## src/rtl/uart_pkg.sv

```systemverilog
// Shared constants and the pacing FSM state type for the UART echo path.
package uart_pkg;

  localparam int unsigned BAUD_MAX_DEFAULT   = 115_200;
  localparam int unsigned CLK_MAX_DEFAULT    = 50_000_000;
  localparam int unsigned FRAME_BITS_DEFAULT = 11;
  localparam int unsigned DEPTH_DEFAULT      = 16;

  typedef enum logic [1:0] {
    StIdle,
    StSend,
    StWait
  } buf_state_e;

endpackage

```

## src/rtl/uart_byte_buffer_if.sv

```systemverilog
// Byte-in / byte-out signals between uart_rx, the byte buffer and uart_tx.
interface uart_byte_buffer_if
  import uart_pkg::*;
#(
  parameter int unsigned DEPTH = DEPTH_DEFAULT
);
  localparam int unsigned AW = $clog2(DEPTH);

  logic [7:0]  pi_data;
  logic        pi_flag;
  logic [7:0]  po_data;
  logic        po_flag;
  logic [AW:0] fifo_count;
  logic        overflow;

  modport master (
    output pi_data,
    output pi_flag,
    input  po_data,
    input  po_flag,
    input  fifo_count,
    input  overflow
  );

  modport slave (
    input  pi_data,
    input  pi_flag,
    output po_data,
    output po_flag,
    output fifo_count,
    output overflow
  );

endinterface

```

## src/rtl/sync_fifo.sv

```systemverilog
// Single-clock FIFO with occupancy count; pushes while full and pops while empty are ignored.
module sync_fifo #(
  parameter int unsigned WIDTH = 8,
  parameter int unsigned DEPTH = 16,
  localparam int unsigned AW   = $clog2(DEPTH),
  localparam int unsigned CW   = AW + 1
) (
  input  logic             clk,
  input  logic             rst,
  input  logic             push,
  input  logic [WIDTH-1:0] push_data,
  input  logic             pop,
  output logic [WIDTH-1:0] pop_data,
  output logic [CW-1:0]    count,
  output logic             full,
  output logic             empty
);

  logic [WIDTH-1:0] mem [DEPTH];
  logic [AW-1:0]    wr_ptr_q;
  logic [AW-1:0]    rd_ptr_q;
  logic [CW-1:0]    count_q;
  logic             push_ok;
  logic             pop_ok;

  // Full/empty come from the pre-edge count, so a push into a full FIFO is
  // dropped even when a pop lands on the same edge.
  assign full    = (count_q == CW'(DEPTH));
  assign empty   = (count_q == '0);
  assign push_ok = push & ~full;
  assign pop_ok  = pop & ~empty;

  always_ff @(posedge clk or posedge rst) begin
    if (rst) begin
      wr_ptr_q <= '0;
      rd_ptr_q <= '0;
      count_q  <= '0;
    end else begin
      if (push_ok) begin
        wr_ptr_q <= wr_ptr_q + AW'(1);
      end
      if (pop_ok) begin
        rd_ptr_q <= rd_ptr_q + AW'(1);
      end
      case ({push_ok, pop_ok})
        2'b10:   count_q <= count_q + CW'(1);
        2'b01:   count_q <= count_q - CW'(1);
        default: count_q <= count_q;
      endcase
    end
  end

  always_ff @(posedge clk) begin
    if (push_ok) begin
      mem[wr_ptr_q] <= push_data;
    end
  end

  assign pop_data = mem[rd_ptr_q];
  assign count    = count_q;

endmodule

```

## src/rtl/uart_byte_buffer.sv

```systemverilog
// Buffers received bytes and releases them to uart_tx one TX frame time apart.
module uart_byte_buffer
  import uart_pkg::*;
#(
  parameter int unsigned BAUD_MAX   = BAUD_MAX_DEFAULT,
  parameter int unsigned CLK_MAX    = CLK_MAX_DEFAULT,
  parameter int unsigned FRAME_BITS = FRAME_BITS_DEFAULT,
  parameter int unsigned DEPTH      = DEPTH_DEFAULT
) (
  input  logic              sys_clk,
  input  logic              sys_rst,
  uart_byte_buffer_if.slave bus
);

  localparam int unsigned BIT_CYCLES = CLK_MAX / BAUD_MAX;
  localparam int unsigned GAP_CYCLES = BIT_CYCLES * FRAME_BITS;
  localparam int unsigned AW         = $clog2(DEPTH);
  localparam int unsigned CNT_W      = $clog2(GAP_CYCLES);
  localparam logic [CNT_W-1:0] GAP_LAST = CNT_W'(GAP_CYCLES - 2);

  buf_state_e       state_q;
  logic [CNT_W-1:0] gap_cnt_q;
  logic [7:0]       po_data_q;
  logic             po_flag_q;
  logic             overflow_q;

  logic [7:0]       fifo_rdata;
  logic [AW:0]      fifo_count;
  logic             fifo_full;
  logic             fifo_empty;
  logic             fifo_pop;

  assign fifo_pop = (state_q == StIdle) && !fifo_empty;

  sync_fifo #(
    .WIDTH (8),
    .DEPTH (DEPTH)
  ) u_fifo (
    .clk       (sys_clk),
    .rst       (sys_rst),
    .push      (bus.pi_flag),
    .push_data (bus.pi_data),
    .pop       (fifo_pop),
    .pop_data  (fifo_rdata),
    .count     (fifo_count),
    .full      (fifo_full),
    .empty     (fifo_empty)
  );

  // The counter is 0 during SEND and already 1 on the first WAIT cycle; leaving
  // WAIT at GAP_CYCLES-2 puts the next pop exactly GAP_CYCLES after the last.
  always_ff @(posedge sys_clk or posedge sys_rst) begin
    if (sys_rst) begin
      state_q   <= StIdle;
      gap_cnt_q <= '0;
      po_data_q <= 8'h00;
      po_flag_q <= 1'b0;
    end else begin
      case (state_q)
        StIdle: begin
          po_flag_q <= 1'b0;
          if (!fifo_empty) begin
            state_q   <= StSend;
            po_data_q <= fifo_rdata;
            po_flag_q <= 1'b1;
            gap_cnt_q <= '0;
          end
        end
        StSend: begin
          po_flag_q <= 1'b0;
          gap_cnt_q <= gap_cnt_q + CNT_W'(1);
          state_q   <= StWait;
        end
        StWait: begin
          po_flag_q <= 1'b0;
          if (gap_cnt_q == GAP_LAST) begin
            state_q <= StIdle;
          end else begin
            gap_cnt_q <= gap_cnt_q + CNT_W'(1);
          end
        end
        default: begin
          state_q   <= StIdle;
          po_flag_q <= 1'b0;
        end
      endcase
    end
  end

  always_ff @(posedge sys_clk or posedge sys_rst) begin
    if (sys_rst) begin
      overflow_q <= 1'b0;
    end else begin
      overflow_q <= bus.pi_flag && fifo_full;
    end
  end

  assign bus.po_data    = po_data_q;
  assign bus.po_flag    = po_flag_q;
  assign bus.fifo_count = fifo_count;
  assign bus.overflow   = overflow_q;

endmodule

```

## src/flat_wrapper.sv

```systemverilog
// flat-port wrapper written by rule: the top's interface ports become plain ports
module uart_byte_buffer_flat import uart_pkg::*;
#(
  parameter int unsigned BAUD_MAX   = BAUD_MAX_DEFAULT,
  parameter int unsigned CLK_MAX    = CLK_MAX_DEFAULT,
  parameter int unsigned FRAME_BITS = FRAME_BITS_DEFAULT,
  parameter int unsigned DEPTH      = DEPTH_DEFAULT
)
  (sys_clk, sys_rst, bus_pi_data, bus_pi_flag, bus_po_data, bus_po_flag, bus_fifo_count, bus_overflow);
  uart_byte_buffer_if #(.DEPTH(DEPTH)) bus_i ();
  input  logic sys_clk;
  input  logic sys_rst;
  input wire logic [$bits(bus_i.pi_data)-1:0] bus_pi_data;
  input wire logic [$bits(bus_i.pi_flag)-1:0] bus_pi_flag;
  output wire logic [$bits(bus_i.po_data)-1:0] bus_po_data;
  output wire logic [$bits(bus_i.po_flag)-1:0] bus_po_flag;
  output wire logic [$bits(bus_i.fifo_count)-1:0] bus_fifo_count;
  output wire logic [$bits(bus_i.overflow)-1:0] bus_overflow;
  assign bus_i.pi_data = bus_pi_data;
  assign bus_i.pi_flag = bus_pi_flag;
  assign bus_po_data = bus_i.po_data;
  assign bus_po_flag = bus_i.po_flag;
  assign bus_fifo_count = bus_i.fifo_count;
  assign bus_overflow = bus_i.overflow;
  uart_byte_buffer #(.BAUD_MAX(BAUD_MAX), .CLK_MAX(CLK_MAX), .FRAME_BITS(FRAME_BITS), .DEPTH(DEPTH)) u_core (.sys_clk(sys_clk), .sys_rst(sys_rst), .bus(bus_i));
endmodule
```

## config.mk

```make
export PLATFORM = sky130hd
export DESIGN_NAME = uart_byte_buffer_flat
export DESIGN_NICKNAME = d
export VERILOG_FILES = /design/src/rtl/uart_pkg.sv /design/src/rtl/uart_byte_buffer_if.sv /design/src/rtl/sync_fifo.sv /design/src/rtl/uart_byte_buffer.sv /design/src/flat_wrapper.sv
export SDC_FILE = /design/constraint.sdc
export NUM_CORES = 1
export LEC_CHECK = 0
export CAP_MARGIN = 20
export CORE_ASPECT_RATIO = 0.8
export CORE_UTILIZATION = 40
export DETAILED_ROUTE_END_ITERATION = 8
export DONT_BUFFER_PORTS = 1
export GPL_ROUTABILITY_DRIVEN = 0
export PLACE_DENSITY_LB_ADDON = 0.1
export SLEW_MARGIN = 5
export SYNTH_ARGS = -nofsm -noshare
export SYNTH_HDL_FRONTEND = slang
export SYNTH_SLANG_ARGS = --single-unit
```

## constraint.sdc

```tcl
create_clock -name sys_clk -period 4.5 [get_ports sys_clk]
set_clock_uncertainty 0.15 [all_clocks]
set_input_delay 0.675 -clock sys_clk [delete_from_list [all_inputs] [get_ports sys_clk]]
set_output_delay 0.675 -clock sys_clk [all_outputs]
set_load 0.05 [all_outputs]
```

Word level (Yosys, flattened, before mapping)
Memory sizes are Yosys's and may differ from the RTL's. A register that Yosys moved wholly into a read port is not among the register bits.
Cells that the tools add are included.

storage, ports and cells
  bits in registers = 30
  RAM bits = 128
  bits of input ports = 11
  output and inout port bits = 15
  word-level logic and storage cells = 47
  memories kept = 1

cells by class
  $add $sub $neg = 5
  equal/unequal tests = 9
  muxes and demuxes = 11
  bitwise gates (word level) = 4
  reductions and logical operators = 10

memory list
  memory             depth  width  rd ports  clocked after memory_dff  wr ports  RTL line         source
  u_core.u_fifo.mem  16     8      1         1                         1         sync_fifo.sv:19  logic [WIDTH-1:0] mem [DEPTH];

operators by type and width
  operator                                               count
  one-hot mux 13 bit (3 select lines)                    1
  2-to-1 mux 13 bit                                      2
  adder 13 x 1 -> 13 bit, second input constant          1
  == test 13 bit, second input constant                  1
  one-hot mux 5 bit (2 select lines)                     1
  adder 4 x 1 -> 4 bit, second input constant            2
  one-hot mux 2 bit (3 select lines)                     1
  adder 5 x 1 -> 5 bit, second input constant            1
  == test 5 bit, second input constant                   1
  zero test 5 bit                                        1
  subtractor 5 x 1 -> 5 bit, second input constant       1
  == test 2 x 1 -> 1 bit, second input constant          2
  == test 2 bit, second input constant                   2
  2-to-1 mux 1 bit                                       4
  2-to-1 mux 2 bit                                       2
  inequality test 2 bit, second input constant           2
  AND reduction 2 bit                                    2
  AND reduction 3 bit                                    1
  nonzero test 3 bit                                     1
  bitwise AND 1 bit                                      2
  logical AND 1 bit                                      2
  zero test 2 bit                                        1
  inequality test 2 x 1 -> 1 bit, second input constant  1
  NOT 1 bit                                              2
  other kinds (2)                                        2

Depth between registers and ports, before layout
Gate-level depths: netlist of run 1.

  depth after elaboration = 6
  mapped depth = 12

Hierarchy
Synthesis of run 1 repeated with hierarchy kept, for this count alone.

unflattened totals
  cells, all modules = 456
  area total of the unflattened synthesis = 7113.1 um2

modules (own cells, without submodules)
  module            times used  cells each  area an instance (um2)  sequential area each (um2)
  sync_fifo         1           333         5796.8                  4169.0
  uart_byte_buffer  1           123         1316.3                  625.6

Worst setup path before layout of run 1
Ideal clock, no wire load.

  kind = reg-to-reg
  start = reg u_core.u_fifo.count_q[1], in the netlist u_core.u_fifo.count[1]
  end = reg u_core.u_fifo.count_q[4], in the netlist u_core.u_fifo.count[4]
  setup time = 0.148 ns
  arrival time = 3.094 ns
  required time = 4.202 ns
  path slack = 1.108 ns
  cell stages (with the launch flop) = 13
  buffers on the path = 2
  clock period less this slack = 3.392 ns
  cells stage by stage = dfrtp_1 > buf_2 > or4_1 > o21ai_2 > inv_1 > ha_1 > clkbuf_1 > xor2_1 > ha_1 > o211a_1 > o31ai_1 > a31oi_1 > xor2_1

between the ends
  longest elaborated chain between the ends = 6
  elaborated cells on any way between the ends = 14

RTL lines
  what                                                                      RTL line                source
  start, declared                                                           sync_fifo.sv:22         logic [CW-1:0] count_q;
  start signal, assigned                                                    sync_fifo.sv:46         2'b10: count_q <= count_q + CW'(1);
  start signal, assigned                                                    sync_fifo.sv:47         2'b01: count_q <= count_q - CW'(1);
  start signal, assigned                                                    sync_fifo.sv:48         default: count_q <= count_q;
  zero test 5 bit (*)                                                       sync_fifo.sv:29         assign empty = (count_q == '0);
  zero test 1 bit (*)                                                       uart_byte_buffer.sv:33  assign fifo_pop = (state_q == StIdle) && !fifo_empty;
  logical AND 1 bit (*)                                                     uart_byte_buffer.sv:33
  net u_core.fifo_pop                                                       uart_byte_buffer.sv:31  logic fifo_pop;
  bitwise AND 1 bit (*)                                                     sync_fifo.sv:31         assign pop_ok = pop & ~empty;
  == test 2 x 1 -> 1 bit or == test 2 bit (tied branches)                   sync_fifo.sv:45         case ({push_ok, pop_ok})
  one-hot mux 5 bit (2 select lines) or nonzero test 2 bit (tied branches)  --

The timed path passes the listed nets; every way through them passes the cells marked *.
A chain may end at the register's enable or synchronous reset.

Worst setup path after layout of run 1
Same ends and word-level chain as after synthesis.

==> results of run 1 <==
-- state kept, by name, summed over array words and instances, names as in the netlist --
| name | flops |
|---|---|
| u_core.bus.po_flag | 1 |
| u_core.u_fifo.rd_ptr_q | 4 |
| u_core.state_q | 2 |
| u_core.bus.po_data | 8 |
| u_core.gap_cnt_q | 13 |
| u_core.u_fifo.wr_ptr_q | 4 |
| u_core.u_fifo.mem | 128 |
| u_core.bus.overflow | 1 |
| u_core.u_fifo.count | 5 |
-- routing by layer --
layer | track usage [%] | up-vias
met2 | 25.3 | 88
li1 | - | 1671
met1 | 26.0 | 1890
met4 | 5.30 | 0
met3 | 4.83 | 2
met5 | 0 | -
-- cell usage in the layout, fill, tap and decap left out, types with 9 or more instances in the layout --
cell,synthesis,final
clkbuf_16,0,17
mux4_2,32,32
nand2_1,20,20
edfxtp_1,128,128
o21ai_0,13,13
dfrtp_1,38,37
a21o_1,9,9
nor2_1,17,17
ha_1,15,15
inv_1,13,12
nand3_1,9,9
-- worst min-delay path by stage --
stage | startpoint | to | slack (ns) | cells after the start
floorplan | u_core.gap_cnt_q[9]$_DFFE_PP0P_ | u_core.gap_cnt_q[9]$_DFFE_PP0P_ | 0.36 | 1
global placement | u_core.gap_cnt_q[9]$_DFFE_PP0P_ | u_core.gap_cnt_q[9]$_DFFE_PP0P_ | 0.39 | 1
detailed placement | u_core.gap_cnt_q[11]$_DFFE_PP0P_ | u_core.gap_cnt_q[11]$_DFFE_PP0P_ | 0.40 | 1
CTS | bus_pi_data[4] | u_core.u_fifo.mem[6][4]$_DFFE_PP_ | 0.18 | 0
global route | bus_pi_data[5] | u_core.u_fifo.mem[14][5]$_DFFE_PP_ | 0.17 | 0
finish | sys_rst | u_core.u_fifo.wr_ptr_q[1]$_DFFE_PP0P_ | 0.17 | 1
-- metrics by stage --
stage | instance area (µm²) | util, %
2_1_floorplan | 7030 | -
3_3_place_gp | 7240 | 42.9
3_5_place_dp | 7240 | 42.9
4_1_cts | 7810 | 46.3
5_1_grt | 7830 | 46.4
6_report | 7830 | 46.4
-- power groups by stage --
stage | sequential, µW | clock, µW | combinational [µW]
CTS | 2440 | 1420 | 1450
global placement | 2460 | 0 | 1410
global route | 2400 | 1490 | 1670
detailed placement | 2470 | 0 | 1440
finish | 2370 | 1390 | 1510
floorplan | 2240 | 0 | 1260
-- worst max-delay path: stages (launching register included) --
cell and delay (ns):
dfrtp_1 0.65, or4_1 0.63, o21ai_2 0.13, buf_4 0.27, inv_1 0.18, ha_1 0.34, xor2_1 0.19, ha_1 0.24
o211a_1 0.22, o31ai_1 0.21, a31oi_1 0.09, xor2_1 0.17
-- cell families after synthesis --
| group | synth area share (%) |
|---|---|
| XOR/XNOR | 1.37 |
| AND/OR/NAND/NOR | 6.69 |
| adder cells (fa/ha/maj) | 2.67 |
| multiplexers | 11.9 |
| AO/OA/AOI/OAI | 6.80 |
| flip-flops | 68.2 |
| buffers and inverters | 2.35 |
-- layout make-up --
class	instances	share of cell area [%]
clock buffers	17	5.43
multi-input cells	220	26.4
flip-flops and latches	166	61.2
well taps	220	3.51
clock inverters	15	1.84
repair buffers	8	0.927
inverters	13	0.623
==> flow_metrics.py, run 1 <==
metrics = {
    "placement": {
        "portBuffers": 0,
        "dp_hpwl_um": 9110,
        "placed_cells": 626,
        "dp_slack_ns": 0.914,
    },
    "floorplanning": {
        "core_um2": 16900,
        "die_h_um": 121,
        "dieArea_um2": 18100,
        "start_util_pct": 41.7,
        "num_rows": 42,
        "ios": 26,
        "die_x_um": 150,
    },
    "outcome": {
        "outcome": "finished clean",
    },
    "logic_synthesis": {
        "synthCells": 423,
        "synth_ff_type": "edfxtp_1",
        "synth_edf_count": 128,
        "synth.avg_cell_area_um2": 16.6,
        "synthTopCellsByCount": "edfxtp_1 (128), dfrtp_1 (38), mux4_2 (32)",
        "synthDistinctLibCells": 54,
        "ys_ff_latch": 166,
        "synth.most_common_cell": "edfxtp_1",
        "synth_nets": 449,
        "synth_area_leader_cell": "edfxtp_1",
        "synth_warnings": 0,
        "synth_area_leaders": "edfxtp_1 (55%), dfrtp_1 (14%), mux4_2 (10%), ha_1 (2.7%), mux2i_1 (1.1%)",
        "async_flop_share_pct": 22.9,
        "synthDominantCellAreaShare_pct": 54.7,
        "ys_seq_area_share_pct": 68.2,
        "syn-cell-area_um2": 7030,
    },
    "clock_network": {
        "cts_buffers": 17,
        "postCtsSetupBuffers": 0,
        "clk_latency_ns": 0.42,
        "cts.sinks": 166,
        "cts_buffer_depth": 2,
        "post_cts_resized": 0,
        "root_buffer": "clkbuf_16",
        "tritoncts": "built",
        "cts.hold.buffers_added": 0,
        "cts-htree-levels": 4,
        "cts.clk_slew.worst_paths_ns": 0.06,
    },
    "routing": {
        "wl_met1_um": 6950,
        "drt-initial-drc-count": 319,
        "top_layer_used": "met4",
        "drt_pre_antenna_iters": 5,
        "vias": 3651,
        "ant_nets": 0,
        "dr_wl_met3_um": 825,
        "vias_per_cell": 5.54,
        "drc": 0,
        "totalWireLength_um": 14300,
        "routed-wl-met2_um": 6510,
        "wl_per_cell_um": 21.7,
    },
    "power_and_ir_drop": {
        "intPower_uw": 3370,
        "seq_power_share_pct": 44.9,
        "p_leak_uw": 0.00276,
        "power.total_uw": 5270,
        "power.share.switching_pct": 35.9,
        "peakVddDrop_v": 0.000283,
        "comb_power_share_pct": 28.6,
        "cellPowerDensity_nw_per_um2": 672,
        "p_switching_uw": 1890,
        "pwr-share-clk_pct": 26.4,
    },
    "sta": {
        "maxSlewHeadroom_pct": 35.4,
        "finalSetupViolCount": 0,
        "min_period_ns": 3.60,
        "fin_setup_tns_ns": 0,
        "whs_ns": 0.173,
        "min_period_over_period_pct": 80.1,
        "clock.fmax_mhz": 277,
        "drv_slew": 0,
        "hold_viol_final": 0,
        "setup_slack_ns": 0.896,
        "rsz0062_at_grt": "no",
        "tightest_slew_ns": 0.966,
    },
    "global_routing": {
        "grt_max_degree": 39,
        "grt_use_total_pct": 17.6,
        "grt_overflow": 0,
        "grt_pass1_vias": 3724,
        "antenna_found_initial": 0,
        "grt_pass1_wl_um": 22500,
    },
    "layout": {
        "final-seq-area_um2": 4800,
        "area_growth_pct": 11.4,
        "final_layout_size_suffix_gt1_share_pct": 20.5,
        "final_cell_count_no_fill": 659,
        "antennaDiodeCount": 0,
        "finish.net_count": 452,
        "fillers": 1416,
        "multi_input_area_um2": 2070,
    },
    "worst_setup_path": {
        "startpoint_type": "flip-flop",
        "end_kind": "flip-flop",
        "critical_path.startpoint": "u_core.u_fifo.count[1]$_DFFE_PP0P_",
        "required_ns": 4.63,
        "r2r_cells": 11,
        "r2r_slack_ns": 0.90,
        "criticalPathCategory": "reg2reg",
        "crit_end": "u_core.u_fifo.count[4]$_DFFE_PP0P_",
        "r2r_end": "u_core.u_fifo.count[4]$_DFFE_PP0P_",
        "cp_max_fo": 19,
        "cp.arrival_ns": 3.73,
        "reg2reg_from": "u_core.u_fifo.count[1]$_DFFE_PP0P_",
    },
    "hold_path": {
        "hold_class": "in2async",
    },
    "job": {
        "max_cap_viol_count": 0,
    },
}
(Power assumes the default switching activity.)
==> run 2, diff against run 1 <==
Settings changed: ABC_AREA from default to 1.
Clock period 4.5 ns to 3.6 ns, I/O delays scaled along.
==> run 2 against run 1 <==
  * Clock-buffer cell count unchanged
  * Final cell count increased by 66%
  * Critical endpoint unchanged
  * Sequential power hardly changed
  * Fmax grew 19%
  * Combinational power shrank 61%
  * Via count is 46% higher
  * Non-clock buffer count grew 16
  * Utilization fell by 0.61 points
  * Synthesized area up 11%
  * Clock power grew 29%
==> flow_metrics.py, run 2 <==
metrics = {
    "job": {
        "max_cap_viol_count": 0,
    },
    "global_routing": {
        "grt_max_degree": 67,
        "grt_overflow": 0,
        "grt_pass1_wl_um": 29600,
        "grt_use_total_pct": 20.1,
        "antenna_found_initial": 0,
        "grt_pass1_vias": 5305,
    },
    "layout": {
        "layout_commonest_cell": "nand2_1",
        "antennaDiodeCount": 0,
        "area_growth_pct": 11.9,
        "final_cell_mix": "nand2_1 (267), inv_1 (130), edfxtp_1 (128), nand3_1 (113), dfrtp_1 (37)",
        "final_layout_size_suffix_gt1_share_pct": 8.94,
        "largest_reg_flops": 128,
        "finish.net_count": 852,
        "fin_util_pct": 45.8,
        "top_register": "u_core.u_fifo.mem",
        "fin_area_um2": 8720,
    },
    "floorplanning": {
        "core_um2": 19000,
        "die_x_um": 158,
        "start_util_pct": 40.9,
        "die_h_um": 127,
        "dieArea_um2": 20000,
        "num_rows": 45,
        "ios": 26,
    },
    "sta": {
        "clock.fmax_mhz": 331,
        "rsz0062_at_grt": "no",
        "tightest_slew_ns": 0.778,
        "whs_ns": 0.0558,
        "fin_setup_tns_ns": 0,
        "min_period_over_period_pct": 83.9,
        "maxSlewHeadroom_pct": 48.0,
        "min_period_ns": 3.02,
        "hold_viol_final": 0,
        "finalSetupViolCount": 0,
        "drv_slew": 0,
    },
    "clock_network": {
        "cts_buffer_depth": 2,
        "clk_latency_ns": 0.43,
        "cts_buffers": 17,
        "cts-htree-levels": 4,
        "cts.clk_slew.worst_paths_ns": 0.07,
        "cts.sinks": 166,
        "root_buffer": "clkbuf_16",
        "post_cts_resized": 0,
        "tritoncts": "built",
    },
    "power_and_ir_drop": {
        "power.share.switching_pct": 27.4,
        "intPower_uw": 3450,
        "p_switching_uw": 1300,
        "p_leak_uw": 0.00382,
        "pwr-share-clk_pct": 38.0,
        "cellPowerDensity_nw_per_um2": 545,
        "peakVddDrop_v": 0.000339,
        "seq_power_share_pct": 49.7,
        "power.total_uw": 4750,
        "comb_power_share_pct": 12.4,
    },
    "logic_synthesis": {
        "synth.avg_cell_area_um2": 9.58,
        "synthCells": 813,
        "syn-cell-area_um2": 7790,
        "synth.most_common_cell": "nand2_1",
        "ys_seq_area_share_pct": 61.5,
        "ys_ff_latch": 166,
        "synth_edf_count": 128,
        "synth_warnings": 0,
        "synthDistinctLibCells": 33,
        "synthTopCellsByCount": "nand2_1 (267), inv_1 (132), edfxtp_1 (128)",
        "synth_area_leader_cell": "edfxtp_1",
        "synth_ff_type": "edfxtp_1",
        "synth_area_leaders": "edfxtp_1 (49%), nand2_1 (13%), dfrtp_1 (12%), nand3_1 (7.3%), inv_1 (6.4%)",
        "async_flop_share_pct": 22.9,
        "synth_nets": 839,
        "synthDominantCellAreaShare_pct": 49.3,
    },
    "worst_setup_path": {
        "cp.arrival_ns": 3.24,
        "cp_max_fo": 16,
        "required_ns": 3.82,
        "crit_buf_inv": 3,
        "end_kind": "flip-flop",
        "crit_slowest_cell": "dfrtp_1",
        "startpoint_type": "flip-flop",
        "slowest_delay_ns": 0.70,
        "criticalPathCategory": "reg2reg",
        "critical_path.top_delay_family": "simple AND/OR/NAND/NOR gates",
        "path_cells": "inv_1 > nand4_2 > nand2_2 > inv_2 > ha_1 > xor2_1 > ha_1 > inv_1 > nand2_1 > nand3_1 > nand2_1 > xor2_1 > nand2_1 > nand2_1",
        "cp_common_cell": "nand2_1",
    },
    "placement": {
        "portBuffers": 0,
        "dpl_cell_area_um2": 8130,
        "dp_hpwl_um": 12300,
    },
    "routing": {
        "drt_pre_antenna_iters": 5,
        "ant_nets": 0,
        "vias": 5347,
        "totalWireLength_um": 18600,
        "wl_per_cell_um": 17.0,
        "drc": 0,
        "drt-initial-drc-count": 455,
        "vias_per_cell": 4.87,
    },
    "outcome": {
        "outcome": "finished clean",
    },
    "hold_path": {
        "hold_class": "in2reg",
    },
}
## run 2: cell types whose count changed after synthesis, moves of 7 or more
cell	previous run	this run
nand2b_1	8	0
inv_1	13	132
buf_2	12	19
nor3_1	5	14
mux2i_1	8	0
a21o_1	9	1
mux4_2	32	0
o22ai_1	8	0
a211oi_1	8	0
o21ai_2	1	8
nand2_1	20	267
nand3_1	9	113
## run 2: repair_timing
item                      4_1_cts  5_1_grt
hold buffers                    1        0
hold endpoints to repair       38        0
buffers inserted                0        0
## run 2: metal layers
metal,track usage (%),vias up,part of all wire (%)
li1,-,2633,-
met1,28.8,2556,49
met2,30.8,140,44
met3,4.41,18,5.1
met4,5.54,0,1.3
met5,0,-,0
## run 2: stage by stage
stage	cells	setup WS [ns]
after floorplan	813	0.930
after global placement	1063	0.695
after detailed placement	1064	0.620
after CTS	1097	0.580
after global routing	1097	0.319
final	1097	0.579
## run 2: final timing paths
check                                                         from                                     to  depth (start not counted)  slack, ns
worst min-delay path                                bus_pi_data[1]      u_core.u_fifo.mem[8][1]$_DFFE_PP_                          0       0.06
worst max register to register  u_core.u_fifo.count[1]$_DFFE_PP0P_     u_core.u_fifo.count[4]$_DFFE_PP0P_                         14       0.58
worst min register to register     u_core.gap_cnt_q[1]$_DFFE_PP0P_        u_core.gap_cnt_q[1]$_DFFE_PP0P_                          2       0.40
worst max-delay path            u_core.u_fifo.count[1]$_DFFE_PP0P_     u_core.u_fifo.count[4]$_DFFE_PP0P_                         14       0.58
min in group asynchronous                                  sys_rst     u_core.u_fifo.count[0]$_DFFE_PP0P_                          3       0.52
max in group asynchronous                                  sys_rst  u_core.u_fifo.rd_ptr_q[0]$_DFFE_PP0P_                          3       2.38
## run 2: kinds of logic after synthesis
kind of cell / Yosys count / share of synthesized area (%)
AOI/OAI and AO/OA: 26 / 2.28
xor gates and xnor gates: 13 / 1.46
adders and majority gates: 15 / 2.41
buffers and inverters: 166 / 8.83
DFF: 166 / 61.5
and+or+nand+nor: 427 / 23.5
## run 2: power groups by stage
stage          registers [µW]  clock network [µW]  logic, µW
2_1_floorplan            2450                   0        334
3_3_place_gp             2390                   0        558
3_5_place_dp             2400                   0        579
4_1_cts                  2360                1830        584
5_1_grt                  2370                1900        658
6_report                 2360                1800        588
## run 2: layout make-up
cell class,count,area [µm²]
Tap cell,258,323
Sequential cell,166,4800
Inverter,136,510
Clock buffer,17,425
Multi-Input combinational cell,481,2310
Clock inverter,15,154
Timing Repair Buffer,24,203
Fill cell,1839,10300
